**src/rtl/multdiv_step_counter_pkg.sv**
```systemverilog
// +--------------------------------------------------------------------+
// | multdiv_step_counter_pkg : shared multdiv state and mode constants  |
// | Rev 1.0                                                             |
// +--------------------------------------------------------------------+
`default_nettype none

package multdiv_step_counter_pkg;

    typedef enum logic [1:0] {
        ST_IDLE = 2'd0,
        ST_RUN  = 2'd1,
        ST_DONE = 2'd2
    } state_e;

    localparam logic MODE_UP   = 1'b0;
    localparam logic MODE_DOWN = 1'b1;

endpackage

`default_nettype wire

```
**src/rtl/multdiv_step_counter_if.sv**
```systemverilog
// +--------------------------------------------------------------------+
// | multdiv_step_counter_if : control/status bundle of the step counter |
// | Rev 1.0                                                             |
// +--------------------------------------------------------------------+
`default_nettype none

interface multdiv_step_counter_if #(
    parameter int WIDTH = 6
);
    logic             start;
    logic             abort;
    logic             hold;
    logic             down;
    logic [WIDTH-1:0] limit;
    logic [WIDTH-1:0] count;
    logic             busy;
    logic             last;
    logic             done;

    modport master (
        output start, abort, hold, down, limit,
        input  count, busy, last, done
    );

    modport slave (
        input  start, abort, hold, down, limit,
        output count, busy, last, done
    );
endinterface

`default_nettype wire

```
**src/rtl/multdiv_step_counter_step_count_reg.sv**
```systemverilog
// +--------------------------------------------------------------------+
// | step_count_reg : loadable up/down count register, async clear      |
// | Rev 1.0                                                             |
// +--------------------------------------------------------------------+
`default_nettype none

module step_count_reg #(
    parameter int WIDTH = 6
) (
    input  wire logic             clk_i,
    input  wire logic             rst_ni,
    input  wire logic             clr_i,
    input  wire logic             load_i,
    input  wire logic [WIDTH-1:0] load_val_i,
    input  wire logic             en_i,
    input  wire logic             down_i,
    output logic      [WIDTH-1:0] count_o
);

    logic [WIDTH-1:0] count_d;
    logic [WIDTH-1:0] count_q;

    always_comb begin
        count_d = count_q;
        if (clr_i) begin
            count_d = '0;
        end else if (load_i) begin
            count_d = load_val_i;
        end else if (en_i) begin
            count_d = down_i ? (count_q - 1'b1) : (count_q + 1'b1);
        end
    end

    always_ff @(posedge clk_i or negedge rst_ni) begin
        if (!rst_ni) begin
            count_q <= '0;
        end else begin
            count_q <= count_d;
        end
    end

    assign count_o = count_q;

endmodule

`default_nettype wire

```
**src/rtl/multdiv_step_counter.sv**
```systemverilog
// +--------------------------------------------------------------------+
// | multdiv_step_counter : bounded up/down iteration counter with       |
// | start/done handshake, hold and abort.   Rev 1.0                     |
// +--------------------------------------------------------------------+
`default_nettype none

module multdiv_step_counter
    import multdiv_step_counter_pkg::*;
#(
    parameter int WIDTH = 6
) (
    input  wire logic              clock_i,
    input  wire logic              reset_ni,
    multdiv_step_counter_if.slave  bus
);

    state_e           state_q;
    logic [WIDTH-1:0] limit_q;
    logic             mode_q;

    logic [WIDTH-1:0] count_w;
    logic [WIDTH-1:0] terminal_w;
    logic             at_term_w;
    logic             accept_w;
    logic             clr_w;
    logic             step_w;
    logic [WIDTH-1:0] load_val_w;

    // Abort outranks start, so a start coinciding with abort is dropped.
    assign accept_w   = bus.start && !bus.abort &&
                        ((state_q == ST_IDLE) || (state_q == ST_DONE));
    assign terminal_w = (mode_q == MODE_DOWN) ? '0 : limit_q;
    assign at_term_w  = (count_w == terminal_w);
    assign clr_w      = bus.abort && (state_q != ST_IDLE);
    assign step_w     = (state_q == ST_RUN) && !bus.abort && !bus.hold && !at_term_w;
    assign load_val_w = (bus.down == MODE_DOWN) ? bus.limit : '0;

    step_count_reg #(
        .WIDTH (WIDTH)
    ) u_count (
        .clk_i      (clock_i),
        .rst_ni     (reset_ni),
        .clr_i      (clr_w),
        .load_i     (accept_w),
        .load_val_i (load_val_w),
        .en_i       (step_w),
        .down_i     (mode_q),
        .count_o    (count_w)
    );

    always_ff @(posedge clock_i or negedge reset_ni) begin
        if (!reset_ni) begin
            state_q <= ST_IDLE;
            limit_q <= '0;
            mode_q  <= MODE_UP;
        end else begin
            if (accept_w) begin
                limit_q <= bus.limit;
                mode_q  <= bus.down;
            end
            case (state_q)
                ST_IDLE: begin
                    if (accept_w) state_q <= ST_RUN;
                end
                ST_RUN: begin
                    if (bus.abort)                  state_q <= ST_IDLE;
                    else if (!bus.hold && at_term_w) state_q <= ST_DONE;
                end
                ST_DONE: begin
                    state_q <= accept_w ? ST_RUN : ST_IDLE;
                end
                default: state_q <= ST_IDLE;
            endcase
        end
    end

    assign bus.count = count_w;
    assign bus.busy  = (state_q == ST_RUN);
    assign bus.done  = (state_q == ST_DONE);
    assign bus.last  = (state_q == ST_RUN) && at_term_w;

endmodule

`default_nettype wire

```
**src/flat_wrapper.sv**
```systemverilog
// flat-port wrapper written by rule: the top's interface ports become plain ports
module multdiv_step_counter_flat import multdiv_step_counter_pkg::*;
#(
    parameter int WIDTH = 6
)
  (clock_i, reset_ni, bus_start, bus_abort, bus_hold, bus_down, bus_limit, bus_count, bus_busy, bus_last, bus_done);
  multdiv_step_counter_if #(.WIDTH(WIDTH)) bus_i ();
  input  wire logic clock_i;
  input  wire logic reset_ni;
  input wire logic [$bits(bus_i.start)-1:0] bus_start;
  input wire logic [$bits(bus_i.abort)-1:0] bus_abort;
  input wire logic [$bits(bus_i.hold)-1:0] bus_hold;
  input wire logic [$bits(bus_i.down)-1:0] bus_down;
  input wire logic [$bits(bus_i.limit)-1:0] bus_limit;
  output wire logic [$bits(bus_i.count)-1:0] bus_count;
  output wire logic [$bits(bus_i.busy)-1:0] bus_busy;
  output wire logic [$bits(bus_i.last)-1:0] bus_last;
  output wire logic [$bits(bus_i.done)-1:0] bus_done;
  assign bus_i.start = bus_start;
  assign bus_i.abort = bus_abort;
  assign bus_i.hold = bus_hold;
  assign bus_i.down = bus_down;
  assign bus_i.limit = bus_limit;
  assign bus_count = bus_i.count;
  assign bus_busy = bus_i.busy;
  assign bus_last = bus_i.last;
  assign bus_done = bus_i.done;
  multdiv_step_counter #(.WIDTH(WIDTH)) u_core (.clock_i(clock_i), .reset_ni(reset_ni), .bus(bus_i));
endmodule
```
**config.mk**
```make
export PLATFORM = sky130hd
export DESIGN_NAME = multdiv_step_counter_flat
export DESIGN_NICKNAME = d
export VERILOG_FILES = /design/src/rtl/multdiv_step_counter_pkg.sv /design/src/rtl/multdiv_step_counter_if.sv /design/src/rtl/multdiv_step_counter_step_count_reg.sv /design/src/rtl/multdiv_step_counter.sv /design/src/flat_wrapper.sv
export SDC_FILE = /design/constraint.sdc
export NUM_CORES = 1
export LEC_CHECK = 0
export BUFFER_PORTS_ARGS = -buffer_cell sky130_fd_sc_hd__buf_2
export CAP_MARGIN = 20
export CELL_PAD_IN_SITES_DETAIL_PLACEMENT = 0
export CELL_PAD_IN_SITES_GLOBAL_PLACEMENT = 1
export CORE_MARGIN = 5
export CORE_UTILIZATION = 40
export CTS_CLUSTER_DIAMETER = 120
export DETAILED_ROUTE_END_ITERATION = 8
export GPL_TIMING_DRIVEN = 0
export PLACE_DENSITY_LB_ADDON = 0.1
export SYNTH_ARGS = -nofsm -noshare
export SYNTH_HDL_FRONTEND = slang
export SYNTH_SLANG_ARGS = --single-unit
```
**constraint.sdc**
```tcl
create_clock -name clock_i -period 2.4 [get_ports clock_i]
set_input_delay 0.48 -clock clock_i [delete_from_list [all_inputs] [get_ports clock_i]]
set_output_delay 0.48 -clock clock_i [all_outputs]
set_load 0.01 [all_outputs]
```
==> flow_metrics.py, run 1 <==
metrics = {
    "status": {
        "status": "completed",
    },
    "clock_network": {
        "cts-root-buf": "clkbuf_4",
        "cts.sinks": 15,
        "tritoncts": "built",
        "post_cts_buffers": 0,
        "clk_pin_slew_worst_paths_ns": 0.10,
        "htreeDepth": 1,
        "cts_buffer_depth": 2,
        "clock_latency_ns": 0.28,
        "cts_buffers": 3,
    },
    "worst_setup_path": {
        "r2r_end": "u_core.u_count.count_o[5]",
        "cp-startpoint": "u_core.u_count.count_o[0]",
        "regToRegSetupSlack_ns": 0.34,
        "cp.required_ns": 1.92,
        "ff2ff_path_depth": 7,
        "path_class": "reg -> out",
        "endpoint": "bus_last",
        "cp-start-kind": "flip-flop",
        "crit_path_end_kind": "output port",
        "r2r-start": "u_core.u_count.count_o[1]",
        "crit_path_max_fanout": 9,
        "worst_ep_arrival_time_ns": 1.77,
    },
    "sta": {
        "maxSlewViolCount": 0,
        "fin_skew_ns": 0.00175,
        "min_period_ns": 2.25,
        "setup_viol": 0,
        "final.setup.tns_ns": 0,
        "rsz0062_at_grt": "false",
        "slew_headroom_pct": 53.1,
        "period_share_pct": 93.9,
        "worstMarginPinSlew_ns": 0.703,
        "fmax_mhz": 444,
        "finalHoldViolCount": 0,
    },
    "global_routing": {
        "grt_pass1_wl_mm": 4.34,
        "grt_pass1_vias": 926,
        "gr-total-overflow": 0,
        "antenna_found_initial": 0,
        "grt_usage_pct": 15.6,
        "grt_max_degree": 16,
    },
    "yosys": {
        "syn_inst": 114,
        "synthesis.nets": 131,
        "syn_area_per_cell_um2": 9.15,
        "netlist_area_um2": 1040,
        "ys_types": 38,
        "ys.warnings.count": 0,
        "ys_seq_area_share_pct": 36.0,
        "synth-seq-cells": 15,
        "synth-main-ff-cell": "dfrtp_1",
        "synth_async_sr_flop_share_pct": 100,
        "synth_edf_count": 0,
    },
    "placement": {
        "dp_hpwl_mm": 1.89,
        "place_congestion": 0.785,
        "placed_cell_area_um2": 1180,
        "port_buffers": 20,
    },
    "drt": {
        "first_iter_violations": 45,
        "routed_wl_mm": 2.51,
        "dr.pass1.iters": 4,
        "drc_errors": 0,
        "antenna_left": 0,
        "wl_per_cell_um": 15.0,
        "viasPerCell": 5.41,
        "via_count": 909,
    },
    "power": {
        "clkPwrFrac_pct": 11.8,
        "p_sw_mw": 0.537,
        "power.density_nw_per_um2": 1050,
        "p_sw_share_pct": 41.8,
        "power.internal_mw": 0.746,
        "p_leak_nw": 0.587,
        "p_comb_share_pct": 53.0,
        "ir_drop_mv": 0.561,
        "p_seq_share_pct": 35.2,
    },
    "cells_and_area": {
        "drive_gt1_share_pct": 26.1,
        "diodes": 0,
        "stdcell_area_um2": 1220,
        "finalNetCount": 156,
        "layout-area-overhead-vs-synth_pct": 16.5,
    },
    "floorplan": {
        "rows": 18,
        "pin_count": 21,
        "core_um2": 2480,
        "die_width_um": 61.1,
        "initial_core_util_pct": 42.1,
        "fp.dieH_um": 61.1,
        "die_area_um2": 3730,
    },
    "flow_run": {
        "drv_cap": 0,
    },
    "min_path": {
        "hold_path_class": "in -> async",
    },
}
==> cells by family (layout without fill, tap and decap cells) <==
logic type / count (synthesis) / after routing / share of synthesized area [%]
AND/OR/NAND/NOR: 48 / 48 / 23.3
AO/OA/AOI/OAI: 30 / 30 / 20.6
flip-flops: 15 / 15 / 36.0
XOR/XNOR: 7 / 7 / 5.88
adder cells (fa/ha/maj): 5 / 5 / 6.71
buffers and inverters: 5 / 29 / 2.16
multiplexers: 4 / 4 / 5.40
==> routing by layer <==
layer / wire [um] / up-vias / part of all wire (%) / GRT usage, %
met3: 92 / 2 / 3.7 / 2.10
met5: 0 / - / 0 / 0
met2: 1220 / 12 / 49 / 26.3
met4: 10 / 0 / 0.40 / 3.72
met1: 1190 / 431 / 47 / 21.3
li1: - / 464 / - / -
==> how the worst min path moves through the flow <==
stage | end | cells after the start
3_3_place_gp | u_core.u_count.count_o[3] | 1
2_1_floorplan | u_core.limit_q[0] | 0
4_1_cts | u_core.mode_q | 1
5_1_grt | u_core.u_count.count_o[3] | 1
6_report | u_core.u_count.count_o[3] | 1
3_5_place_dp | u_core.u_count.count_o[3] | 1
==> what timing repair did <==
item,in CTS,in global routing
hold buffers,0,0
endpoints found under the hold margin,0,0
resized for setup,0,2
setup endpoints to repair,0,1
==> power by group through the flow <==
stage / logic (mW) / clock network (mW) / registers (mW)
6_report: 0.680 / 0.151 / 0.451
2_1_floorplan: 0.500 / 0 / 0.448
3_5_place_dp: 0.669 / 0 / 0.454
3_3_place_gp: 0.661 / 0 / 0.449
4_1_cts: 0.677 / 0.156 / 0.449
5_1_grt: 0.761 / 0.165 / 0.476
==> per-stage QoR <==
step                      std cells  hold slack (ns)  total power [mW]  utilization [%]  worst slack (ns)
after floorplan                 114            0.184             0.948                -             0.476
after global placement          164            0.413              1.11             47.7             0.296
after detailed placement        164            0.411              1.12             47.7             0.299
after CTS                       168           0.0978              1.28             48.7            0.0282
after global routing            168            0.112              1.40             49.1           0.00140
final                           168           0.0913              1.28             49.1             0.147
==> critical path: stages, from the launching register on <==
cell and delay (ns):
dfrtp_1 0.51, and4bb_1 0.30, a31oi_1 0.04, o21ai_1 0.19, nand3_2 0.19, nor2_1 0.12, buf_2 0.14
==> layout by cell type, fill, tap and decap left out, types with 3 or more instances in the layout <==
cell	synthesis	layout
dfrtp_1	15	14
buf_2	0	20
xnor2_1	5	5
clkbuf_4	1	4
o21ai_0	4	4
ha_1	4	4
and4bb_1	3	3
clkbuf_1	3	4
a31oi_1	3	3
mux2_4	3	3
a21oi_1	6	6
nand2_1	23	23
nand3_1	3	3
nor2_1	8	8
==> Yosys cell counts (2+ instances only) <==
cell type | count | area (um^2)
clkbuf_1 | 3 | 11.3
nor2b_1 | 2 | 12.5
a31oi_1 | 3 | 18.8
xnor2_1 | 5 | 43.8
nand3_1 | 3 | 15.0
a211oi_2 | 2 | 25.0
and4bb_1 | 3 | 37.5
a21o_1 | 2 | 15.0
ha_1 | 4 | 50.1
xor2_1 | 2 | 17.5
nand2_1 | 23 | 86.3
o21ai_1 | 2 | 10.0
nor2_1 | 8 | 30.0
nor3_1 | 2 | 10.0
a21oi_1 | 6 | 30.0
mux2_4 | 3 | 45.0
dfrtp_1 | 15 | 375
o31ai_1 | 2 | 15.0
a211oi_1 | 2 | 15.0
o21ai_0 | 4 | 20.0
==> layout make-up <==
cell class | instances | area (um^2)
timing repair buffer | 20 | 100
multi-input combinational | 94 | 653
inverter | 1 | 3.75
sequential | 15 | 377
tap | 30 | 37.5
clock buffer | 4 | 26.3
fill | 247 | 1260
buffer | 4 | 18.8
==> sequential cells by signal, summed over array words and instances (netlist names) <==
register	cells
u_core.limit_q	6
u_core.mode_q	1
u_core.state_q	2
u_core.u_count.count_o	6
Power figures use the tool's default switching activity.
==> run 2: changes to the inputs <==
--- a/config.mk
+++ b/config.mk
@@ -10,8 +10,9 @@
 export CELL_PAD_IN_SITES_DETAIL_PLACEMENT = 0
 export CELL_PAD_IN_SITES_GLOBAL_PLACEMENT = 1
 export CORE_MARGIN = 5
-export CORE_UTILIZATION = 40
-export CTS_CLUSTER_DIAMETER = 120
+export CORE_UTILIZATION = 42
+export CTS_BUF_LIST = sky130_fd_sc_hd__clkbuf_8
+export CTS_CLUSTER_DIAMETER = 100
 export DETAILED_ROUTE_END_ITERATION = 8
 export GPL_TIMING_DRIVEN = 0
 export PLACE_DENSITY_LB_ADDON = 0.1
==> run 2 against run 1 <==
Sequential power about the same. Via count increased by 2.3%. Final area increased by 1.4%. Wire length increased by 3.4%. Cell count unchanged. Total power increased by 5.3%. Clock power increased by 38%. Clock-buffer cell count decreased by 1. Register-to-register slack about the same. Clock skew increased by 0.0010 ns. Critical path depth unchanged. Non-clock buffer count unchanged. Critical endpoint unchanged. Largest cell class unchanged.
==> flow_metrics.py, run 2 (same netlist as run 1, synthesis figures left out) <==
metrics = {
    "clock_network": {
        "cts_buffers": 3,
        "post_cts_buffers": 0,
        "clk_pin_slew_worst_paths_ns": 0.07,
        "cts_buffer_depth": 2,
        "htreeDepth": 1,
        "cts.sinks": 15,
        "cts-root-buf": "clkbuf_8",
        "postCtsHoldBufs": 0,
        "clock_latency_ns": 0.25,
        "tritoncts": "built",
    },
    "worst_setup_path": {
        "crit_path_max_fanout": 8,
        "worst_ep_arrival_time_ns": 1.80,
        "cp.required_ns": 1.92,
        "cp-start-kind": "flip-flop",
        "path_class": "reg -> out",
        "crit_path_end_kind": "output port",
    },
    "global_routing": {
        "grt_use_met1_pct": 22.2,
        "gr-total-overflow": 0,
        "grt_pass1_wl_mm": 4.31,
        "grt_usage_pct": 16.0,
        "grt_max_degree": 16,
        "use_met2_pct": 25.5,
        "met3_usage_pct": 2.59,
        "antenna_found_initial": 0,
        "grt_pass1_vias": 915,
        "grt.busiest_layer": "met2",
    },
    "floorplan": {
        "core_um2": 2430,
        "initial_core_util_pct": 42.9,
        "die_width_um": 59.8,
        "fp.dieH_um": 59.8,
        "pin_count": 21,
        "die_area_um2": 3580,
        "rows": 18,
    },
    "cells_and_area": {
        "layout_common_cells": "23 x nand2_1, 20 x buf_2, 15 x dfrtp_1",
        "drive_gt1_share_pct": 25.4,
        "layout-area-overhead-vs-synth_pct": 18.2,
        "final_cell_count_no_fill": 168,
        "finalNetCount": 156,
        "final_common_cell": "nand2_1",
        "diodes": 0,
    },
    "placement": {
        "place_congestion": 0.794,
        "port_buffers": 20,
        "dp_cells": 164,
        "dp_hpwl_mm": 1.94,
    },
    "flow_run": {
        "drv_cap": 0,
    },
    "status": {
        "status": "completed",
    },
    "sta": {
        "fin_skew_ns": 0.00276,
        "finalHoldViolCount": 0,
        "fmax_mhz": 438,
        "period_share_pct": 95.1,
        "final.setup.tns_ns": 0,
        "min_period_ns": 2.28,
        "maxSlewViolCount": 0,
        "setup_viol": 0,
        "worstMarginPinSlew_ns": 0.682,
        "rsz0062_at_grt": "false",
        "whs_ns": 0.136,
        "slew_headroom_pct": 54.4,
    },
    "drt": {
        "via_count": 930,
        "wl_per_cell_um": 15.5,
        "drc_errors": 0,
        "viasPerCell": 5.54,
        "antenna_left": 0,
        "dr.pass1.iters": 4,
        "first_iter_violations": 39,
        "routed_wl_mm": 2.60,
    },
    "power": {
        "p_leak_nw": 0.600,
        "power.density_nw_per_um2": 1090,
        "ir_drop_mv": 0.580,
    },
    "min_path": {
        "hold_path_class": "in -> async",
    },
}
run 2: changes by cell type in the layout (fill, tap and decap cells not counted):
cell / previous run / this run
clkbuf_8: 0 / 3
inv_1: 1 / 2
dfrtp_2: 1 / 0
clkbuf_4: 4 / 1
clkbuf_1: 4 / 3
dfrtp_1: 14 / 15
run 2: worst max-delay path, stage by stage (launching register included):
cell,delay (ns)
dfrtp_1,0.47
clkbuf_4,0.26
nor2_1,0.07
o32ai_2,0.27
nand3_2,0.22
nor2_1,0.12
buf_2,0.14
run 2: final timing paths:
check	start	endpoint	slack [ns]	depth (start not counted)
max	u_core.mode_q	bus_last	0.12	6
min	reset_ni	u_core.u_count.count_o[4]	0.14	1
max reg2reg	u_core.u_count.count_o[1]	u_core.u_count.count_o[5]	0.35	7
min reg2reg	u_core.limit_q[3]	u_core.limit_q[3]	0.54	2
max in group asynchronous	reset_ni	u_core.limit_q[4]	2.00	1
min in group clock_i	bus_limit[5]	u_core.limit_q[5]	0.44	3
run 2: report_power, final:
group / leakage (nW) / switching, mW / internal [mW]
sequential: 0.188 / 0.126 / 0.327
combinational: 0.385 / 0.334 / 0.355
clock: 0.0269 / 0.0951 / 0.113
run 2: through the flow:
step           worst slack, ns  power [mW]  instance area (um^2)  utilization, %
5_1_grt                 0.0221        1.45                  1230            50.7
2_1_floorplan            0.476       0.948                  1040               -
3_5_place_dp             0.295        1.13                  1180            48.6
4_1_cts                 0.0151        1.35                  1230            50.4
6_report                 0.117        1.35                  1230            50.7
3_3_place_gp             0.299        1.11                  1180            48.6
run 2: repair_timing:
action | in CTS | in global routing
endpoints found under the hold margin | 0 | 0
resized for setup | 0 | 1
setup endpoints to repair | 0 | 1
run 2: area by class of cell:
type / instances / area, um^2
sequential: 15 / 375
tap: 30 / 37.5
clock buffer: 3 / 41.3
timing repair buffer: 20 / 100
fill: 243 / 1200
clock inverter: 1 / 3.75
inverter: 1 / 3.75
multi-input combinational: 94 / 653
buffer: 4 / 18.8
run 2: per-layer routing:
metal	part of all wire [%]	up-vias
li1	-	462
met1	48	447
met2	47	17
met3	4.0	4
met4	1.2	0
met5	0	-
